File: src/rtl/fetch_pkg.sv
// Shared defaults, constants and the queue-entry layout for the instruction fetch unit.
package fetch_pkg;
  localparam int          ADDR_W_DEF   = 64;
  localparam int          INSTR_W_DEF  = 32;
  localparam int          DEPTH_DEF    = 4;
  localparam logic [63:0] RESET_PC_DEF = 64'h0;
  localparam int          INSTR_BYTES  = 4;

  typedef struct packed {
    logic [ADDR_W_DEF-1:0]  pc;
    logic [INSTR_W_DEF-1:0] instr;
  } fetch_entry_t;

  function automatic bit is_pow2(int n);
    return (n >= 2) && ((n & (n - 1)) == 0);
  endfunction
endpackage

File: src/rtl/fetch_fifo.sv
// Synchronous prefetch FIFO with flush; reads zero while empty.
module fetch_fifo #(
  parameter int DEPTH = 4,
  parameter int WIDTH = 96
) (
  input  logic                   clk,
  input  logic                   reset,
  input  logic                   flush,
  input  logic                   push,
  input  logic [WIDTH-1:0]       wdata,
  input  logic                   pop,
  output logic [WIDTH-1:0]       rdata,
  output logic [$clog2(DEPTH):0] count
);
  localparam int AW = $clog2(DEPTH);

  logic [WIDTH-1:0] mem_q [DEPTH];
  logic [AW-1:0]    wr_ptr_q, wr_ptr_d, rd_ptr_q, rd_ptr_d;
  logic [AW:0]      count_q, count_d;
  logic             do_push, do_pop;

  always_comb begin
    do_pop   = pop && (count_q != '0);
    do_push  = push && ((count_q < (AW+1)'(DEPTH)) || do_pop);
    wr_ptr_d = wr_ptr_q;
    rd_ptr_d = rd_ptr_q;
    count_d  = count_q;
    if (flush) begin
      wr_ptr_d = '0;
      rd_ptr_d = '0;
      count_d  = '0;
    end else begin
      if (do_push) wr_ptr_d = wr_ptr_q + AW'(1);
      if (do_pop)  rd_ptr_d = rd_ptr_q + AW'(1);
      if (do_push && !do_pop)      count_d = count_q + (AW+1)'(1);
      else if (do_pop && !do_push) count_d = count_q - (AW+1)'(1);
    end
  end

  always_ff @(posedge clk) begin
    if (reset) begin
      wr_ptr_q <= '0;
      rd_ptr_q <= '0;
      count_q  <= '0;
    end else begin
      wr_ptr_q <= wr_ptr_d;
      rd_ptr_q <= rd_ptr_d;
      count_q  <= count_d;
    end
  end

  always_ff @(posedge clk) begin
    if (do_push && !flush && !reset) mem_q[wr_ptr_q] <= wdata;
  end

  // Storage is never reset, so hide stale contents while empty.
  assign rdata = (count_q != '0) ? mem_q[rd_ptr_q] : '0;
  assign count = count_q;
endmodule

File: src/rtl/fetch_unit.sv
// Instruction fetch front end: PC sequencing, one-deep in-flight tracking,
// redirect squash, and a prefetch queue feeding the consumer.
module fetch_unit
  import fetch_pkg::*;
#(
  parameter int                ADDR_W   = ADDR_W_DEF,
  parameter int                INSTR_W  = INSTR_W_DEF,
  parameter int                DEPTH    = DEPTH_DEF,
  parameter logic [ADDR_W-1:0] RESET_PC = ADDR_W'(RESET_PC_DEF)
) (
  input  logic                   clk,
  input  logic                   reset,
  output logic                   imem_req,
  output logic [ADDR_W-1:0]      imem_addr,
  input  logic [INSTR_W-1:0]     imem_rdata,
  input  logic                   redirect_valid,
  input  logic [ADDR_W-1:0]      redirect_target,
  output logic                   out_valid,
  input  logic                   out_ready,
  output logic [INSTR_W-1:0]     out_instr,
  output logic [ADDR_W-1:0]      out_pc,
  output logic [ADDR_W-1:0]      out_pc_plus4,
  output logic [$clog2(DEPTH):0] q_count
);
  localparam int CW = $clog2(DEPTH) + 1;
  localparam int EW = ADDR_W + INSTR_W;

  if (!is_pow2(DEPTH)) begin : g_depth_check
    $error("fetch_unit: DEPTH must be a power of two and at least 2");
  end

  logic [ADDR_W-1:0] fetch_pc_q, fetch_pc_d, infl_pc_q, infl_pc_d, target_aligned;
  logic              infl_q, infl_d, squash_q, squash_d;
  logic              push, pop;
  logic [EW-1:0]     head;
  logic [CW-1:0]     count;

  always_comb begin
    target_aligned = redirect_target & ~ADDR_W'(INSTR_BYTES - 1);
    // Occupancy counts the outstanding response so the queue can never overflow.
    imem_req  = !reset && !redirect_valid && ((count + CW'(infl_q)) < CW'(DEPTH));
    imem_addr = fetch_pc_q;
    push      = infl_q && !squash_q && !redirect_valid && !reset;
    pop       = out_valid && out_ready && !redirect_valid && !reset;
    fetch_pc_d = fetch_pc_q;
    if (redirect_valid)  fetch_pc_d = target_aligned;
    else if (imem_req)   fetch_pc_d = fetch_pc_q + ADDR_W'(INSTR_BYTES);
    infl_d    = imem_req;
    infl_pc_d = imem_req ? fetch_pc_q : infl_pc_q;
    squash_d  = redirect_valid && infl_q;
  end

  always_ff @(posedge clk) begin
    if (reset) begin
      fetch_pc_q <= RESET_PC;
      infl_q     <= 1'b0;
      squash_q   <= 1'b0;
    end else begin
      fetch_pc_q <= fetch_pc_d;
      infl_q     <= infl_d;
      squash_q   <= squash_d;
    end
  end

  always_ff @(posedge clk) begin
    infl_pc_q <= infl_pc_d;
  end

  fetch_fifo #(
    .DEPTH (DEPTH),
    .WIDTH (EW)
  ) u_fifo (
    .clk   (clk),
    .reset (reset),
    .flush (redirect_valid),
    .push  (push),
    .wdata ({infl_pc_q, imem_rdata}),
    .pop   (pop),
    .rdata (head),
    .count (count)
  );

  assign out_valid    = (count != '0);
  assign out_pc       = head[EW-1:INSTR_W];
  assign out_instr    = head[INSTR_W-1:0];
  assign out_pc_plus4 = out_valid ? (out_pc + ADDR_W'(INSTR_BYTES)) : '0;
  assign q_count      = count;
endmodule
File: config.mk
export PLATFORM = sky130hd
export DESIGN_NAME = fetch_unit
export DESIGN_NICKNAME = d
export VERILOG_FILES = /design/src/rtl/fetch_pkg.sv /design/src/rtl/fetch_fifo.sv /design/src/rtl/fetch_unit.sv
export SDC_FILE = /design/constraint.sdc
export NUM_CORES = 1
export LEC_CHECK = 0
export BUFFER_PORTS_ARGS = -buffer_cell sky130_fd_sc_hd__buf_4
export CAP_MARGIN = 20
export CORE_UTILIZATION = 28
export CTS_CLUSTER_SIZE = 25
export DETAILED_ROUTE_END_ITERATION = 10
export HOLD_SLACK_MARGIN = 0.05
export PLACE_DENSITY = 0.54
export SYNTH_ARGS = -nofsm -noshare
export SYNTH_HDL_FRONTEND = slang
export SYNTH_HIERARCHICAL = 1
export SYNTH_SLANG_ARGS = --single-unit
File: constraint.sdc
create_clock -name clk -period 9.9 [get_ports clk]
set_input_delay 1.98 -clock clk [delete_from_list [all_inputs] [get_ports clk]]
set_output_delay 1.98 -clock clk [all_outputs]
set_load 0.01 [all_outputs]
# Yosys cells after proc, flatten, opt, wreduce, memory -nomap -nowiden
# Memory sizes are Yosys's and may differ from the RTL's. A register that Yosys moved wholly into a read port is not among the register bits.
# Index checks and enable logic that the tools add are counted.
# word_totals
out_inout_bits	229
n_memories	1
elab_cells	53
ram_bits	384
ff_bits	137
# mem_list
name	words	word_bits	rd	rd_ports_with_merged_regs	write_ports	line	rtl
u_fifo.mem_q	4	96	1	1	1	fetch_fifo.sv:17	logic [WIDTH-1:0] mem_q [DEPTH];
# op_classes
n_reduce_logical	25
n_addsub	7
magnitude_cmp	2
muxes	10
# op_table
operator	count
$mux 64	3
$add 64x3->64 const B	2
$mux 96	1
$logic_and 1x1->1	15
$lt 3x3->1 const B	2
$mux 3	2
$logic_not 1->1	5
$add 2x1->2 const B	2
$mux 2	2
$reduce_bool 2->1	2
$add 3x1->3	1
$add 3x1->3 const B	1
$reduce_bool 3->1	1
$sub 3x1->3 const B	1
$mux 1	2
$reduce_or 2->1	1
$logic_or 1x1->1	1

# Longest topological paths before layout
# logic_depth
depth_word	11
mapped_depth	12
ltp_nobuf	10

# Cells and area by module
# Netlist, hierarchy kept.
# modules_own_cells
module	cells_per_inst	area_per_inst_um2	instances
fetch_fifo	659	14964.4	1
fetch_unit	793	7176.9	1

# Worst setup path before layout
# OpenSTA, ideal clock, no wires.
# synth_path
path_type	input port to flip-flop
startpoint	input redirect_valid
endpoint	memory u_fifo.mem_q[0][0], enable pin
required_time_ns	9.434
setup_slack_ns	4.052
arrival_time_ns	5.382
setup_time_ns	0.466
stages	6
path_buffers	1
cell_sequence	clkbuf_1 or2_2 nor3b_1 nor2b_1 nor2_1 and3_1
# synth_between
elab_chain_cells	10
word_cells_on_any_way	12
cone_classes	2 x mux; 10 x reduce/logical
# synth_rtl
element	line	rtl
start: declaration	fetch_unit.sv:16	input logic redirect_valid,
$logic_not 1->1	fetch_unit.sv:44	pop = out_valid && out_ready && !redirect_valid && !reset;
$logic_and 1x1->1 (2 in a row)	fetch_unit.sv:44	
via pop	fetch_unit.sv:34	logic push, pop;
$logic_and 1x1->1	fetch_fifo.sv:23	do_pop = pop && (count_q != '0);
$logic_or 1x1->1	fetch_fifo.sv:24	do_push = push && ((count_q < (AW+1)'(DEPTH)) || do_pop);
$logic_and 1x1->1	fetch_fifo.sv:24	
via u_fifo.do_push	fetch_fifo.sv:20	logic do_push, do_pop;
$logic_and 1x1->1 (2 in a row)	fetch_fifo.sv:53	if (do_push && !flush && !reset) mem_q[wr_ptr_q] <= wdata;
$mux 1	fetch_fifo.sv:53	
$mux 1 (not written as such)	fetch_fifo.sv:53	
end: declaration	fetch_fifo.sv:17	
# The timed path passes the listed nets, and every way through them passes these cells.

==> flow_summary.yaml <==
cts:
  clockBufferDepth: 3
  clk_latency_ns: 0.61
  path_clk_slew_ns: 0.06
  post_cts_buffers: 0
  cts_tree: "yes"
  ctsResizeCount: 0
  htreeDepth: 2
  hold_buffers: 0
  root_buffer: "clkbuf_16"
  numCtsBuffers: 57
  numClockSinks: 519
global_route:
  grt_pass1_wl_um: 91710
  grt-ovfl-total: 0
  grt_max_degree: 82
  grt_util_all_layers: 0.1515
  grt_pass1_vias: 13890
  antenna_found_initial: 2
place:
  hpwl_um: 41850
  numPortBuffers: 324
  routabilityCongestion: 0.8313
cells_and_area:
  final_nets: 1898
  final_util: 0.3556
  post_route_cells_drive_above_1_share: 0.3103
  syn_to_final_growth_pct: 25.05
synthesis:
  syn_inst: 1452
  synthArstFlopShare: 0
  ys_seq_elements: 519
  synth-edff-count: 446
  ys.flop_type: "edfxtp_1"
  ys_types: 61
  synth_commonest_cells: "446 x edfxtp_1, 124 x nor2_1, 96 x mux4_2"
  synth_top_area_frac: 0.6049
  synth.most_common_cell: "edfxtp_1"
  synth_warnings: 6
  netlist_area_um2: 22140
  ys_seq_area_frac: 0.6709
  yosys.area.top_type: "edfxtp_1"
  ys_top_cells_by_area: "edfxtp_1 60%, mux4_2 9.8%, dfxtp_1 6.6%"
  postSynthAreaPerCell_um2: 15.25
min_path:
  holdCritPathClass: "reg -> reg"
power_and_ir_drop:
  max-vdd-ir-drop_v: 0.0001194
  p_per_area_nw_per_um2: 174.2
  p_leak_nw: 9.158
die:
  initial_core_util: 0.2844
  rows: 102
  ios: 329
  die_h_um: 283.2
  core-area_um2: 77850
  die_x_um: 283.2
  dieArea_um2: 80210
timing:
  skew_ns: 0.01672
  setup_viol: 0
  slew_headroom: 0.3007
  finalCriticalPeriod_ns: 7.204
  max_slew.worst_pin.slew_ns: 1.049
  fin_setup_tns_ns: 0
  finalHoldViolations: 0
  period_share: 0.7277
  slew_violations: 0
  rsz0062_at_grt: "no"
  fmax_mhz: 138.8
routing:
  final_antenna_net_count: 0
  drtIter0Drc: 872
  routed_wl_um: 61910
  dr.pass1.iters: 5
  vias: 13660
  avgRoutedWirePerCell_um: 21.50
  vias_per_cell: 4.746
  drc_errors: 0
setup_path:
  required_ns: 7.92
  start_kind: "flip-flop"
  cp_max_fo: 57
  criticalPathCategory: "reg -> out"
  arrival_ns: 5.22
  cp-end-kind: "primary output"
status:
  status: "finished, final reports clean"
flow_run:
  max_cap_violations: 0
==> path summary, 6_finish.rpt <==
| check | cells after the start | slack [ns] | start | end |
|---|---|---|---|---|
| max reg2reg | 6 | 6.25 | u_fifo/count[2] | u_fifo/mem_q[1][10] |
| min | 1 | 0.49 | infl_q | squash_q |
| max | 10 | 2.70 | flip-flop | out_pc_plus4[63] |
| min reg2reg | 1 | 0.49 | infl_q | squash_q |
==> cells by family after synthesis <==
family / after synthesis / synth area share
compound gates: 100 / 0.03029
xor+xnor: 108 / 0.04272
fa+ha+maj: 8 / 0.004860
buf+inv: 93 / 0.01955
flops: 519 / 0.6709
mux: 103 / 0.1008
other cells: 1 / 0.0001694
simple gates: 520 / 0.1307
==> metrics by stage <==
stage | cell area, um^2 | hold slack [ns] | instances | worst slack [ns] | power [mW]
after floorplan | 22180 | 0.4587 | 1461 | 4.052 | 2.568
after global placement | 25740 | 0.4618 | 2771 | 3.183 | 2.693
after detailed placement | 25740 | 0.4721 | 2771 | 3.119 | 2.698
after CTS | 27680 | 0.4833 | 2877 | 2.436 | 4.902
after global routing | 27680 | 0.5077 | 2878 | 2.376 | 4.992
final | 27690 | 0.4878 | 2879 | 2.696 | 4.824
==> flip-flops by register name (all words and copies together) (netlist names), named ones only <==
signal	cells
u_fifo/wr_ptr_q	2
imem_addr	62
infl_pc_q	62
squash_q	1
infl_q	1
u_fifo/rd_ptr_q	2
u_fifo/mem_q	384
u_fifo/count	3
==> worst max-delay path, cell delays in order (launching register included) <==
cell and delay (ns):
dfxtp_4 0.95, buf_4 0.65, mux4_2 0.37, nor2b_1 0.38, nand2_1 0.12, nor3_2 0.70, nand4b_1 0.53, nor4_1 0.47
xnor2_1 0.11, nor2_1 0.18, buf_4 0.16
==> cell usage in the layout, fill, tap and decap left out, types with 9 or more instances in the layout <==
cell	synthesis	final
a211oi_1	38	38
a21oi_1	26	26
and2b_1	13	13
and3_1	21	17
and4_1	19	19
buf_4	2	343
clkbuf_16	0	58
clkinv_2	0	9
conb_1	1	10
dfxtp_1	73	71
edfxtp_1	446	446
inv_1	19	18
mux4_2	96	96
nand2_1	61	61
nand3_1	52	52
nand4_1	43	43
nor2_1	124	124
nor2b_1	86	86
nor3_1	29	28
nor4_1	17	16
o21ai_0	15	15
or3_1	12	12
xnor2_1	61	61
xor2_1	47	47
==> final cells by class <==
cell class	instances	area [um^2]
Fill cell	7513	50160
Sequential cell	519	14860
Multi-Input combinational cell	849	6923
Timing Repair Buffer	343	2575
Clock buffer	65	1478
Tap cell	1040	1301
Clock inverter	41	467.9
Inverter	20	75.07
Antenna cell	2	5.005
==> power by group <==
part           switching [mW]  total (mW)  internal [mW]
sequential             0.0545        2.46           2.41
combinational           0.103       0.190         0.0864
clock                   0.885        2.17           1.29
==> routing by layer <==
metal	vias to the layer above	global-route usage	wire length (um)
met3	95	0.02802	3374
met4	0	0.04757	1608
li1	6290	-	-
met5	-	0	0
met1	6852	0.2035	27360
met2	427	0.2473	29560
Power figures use the tool's default switching activity.
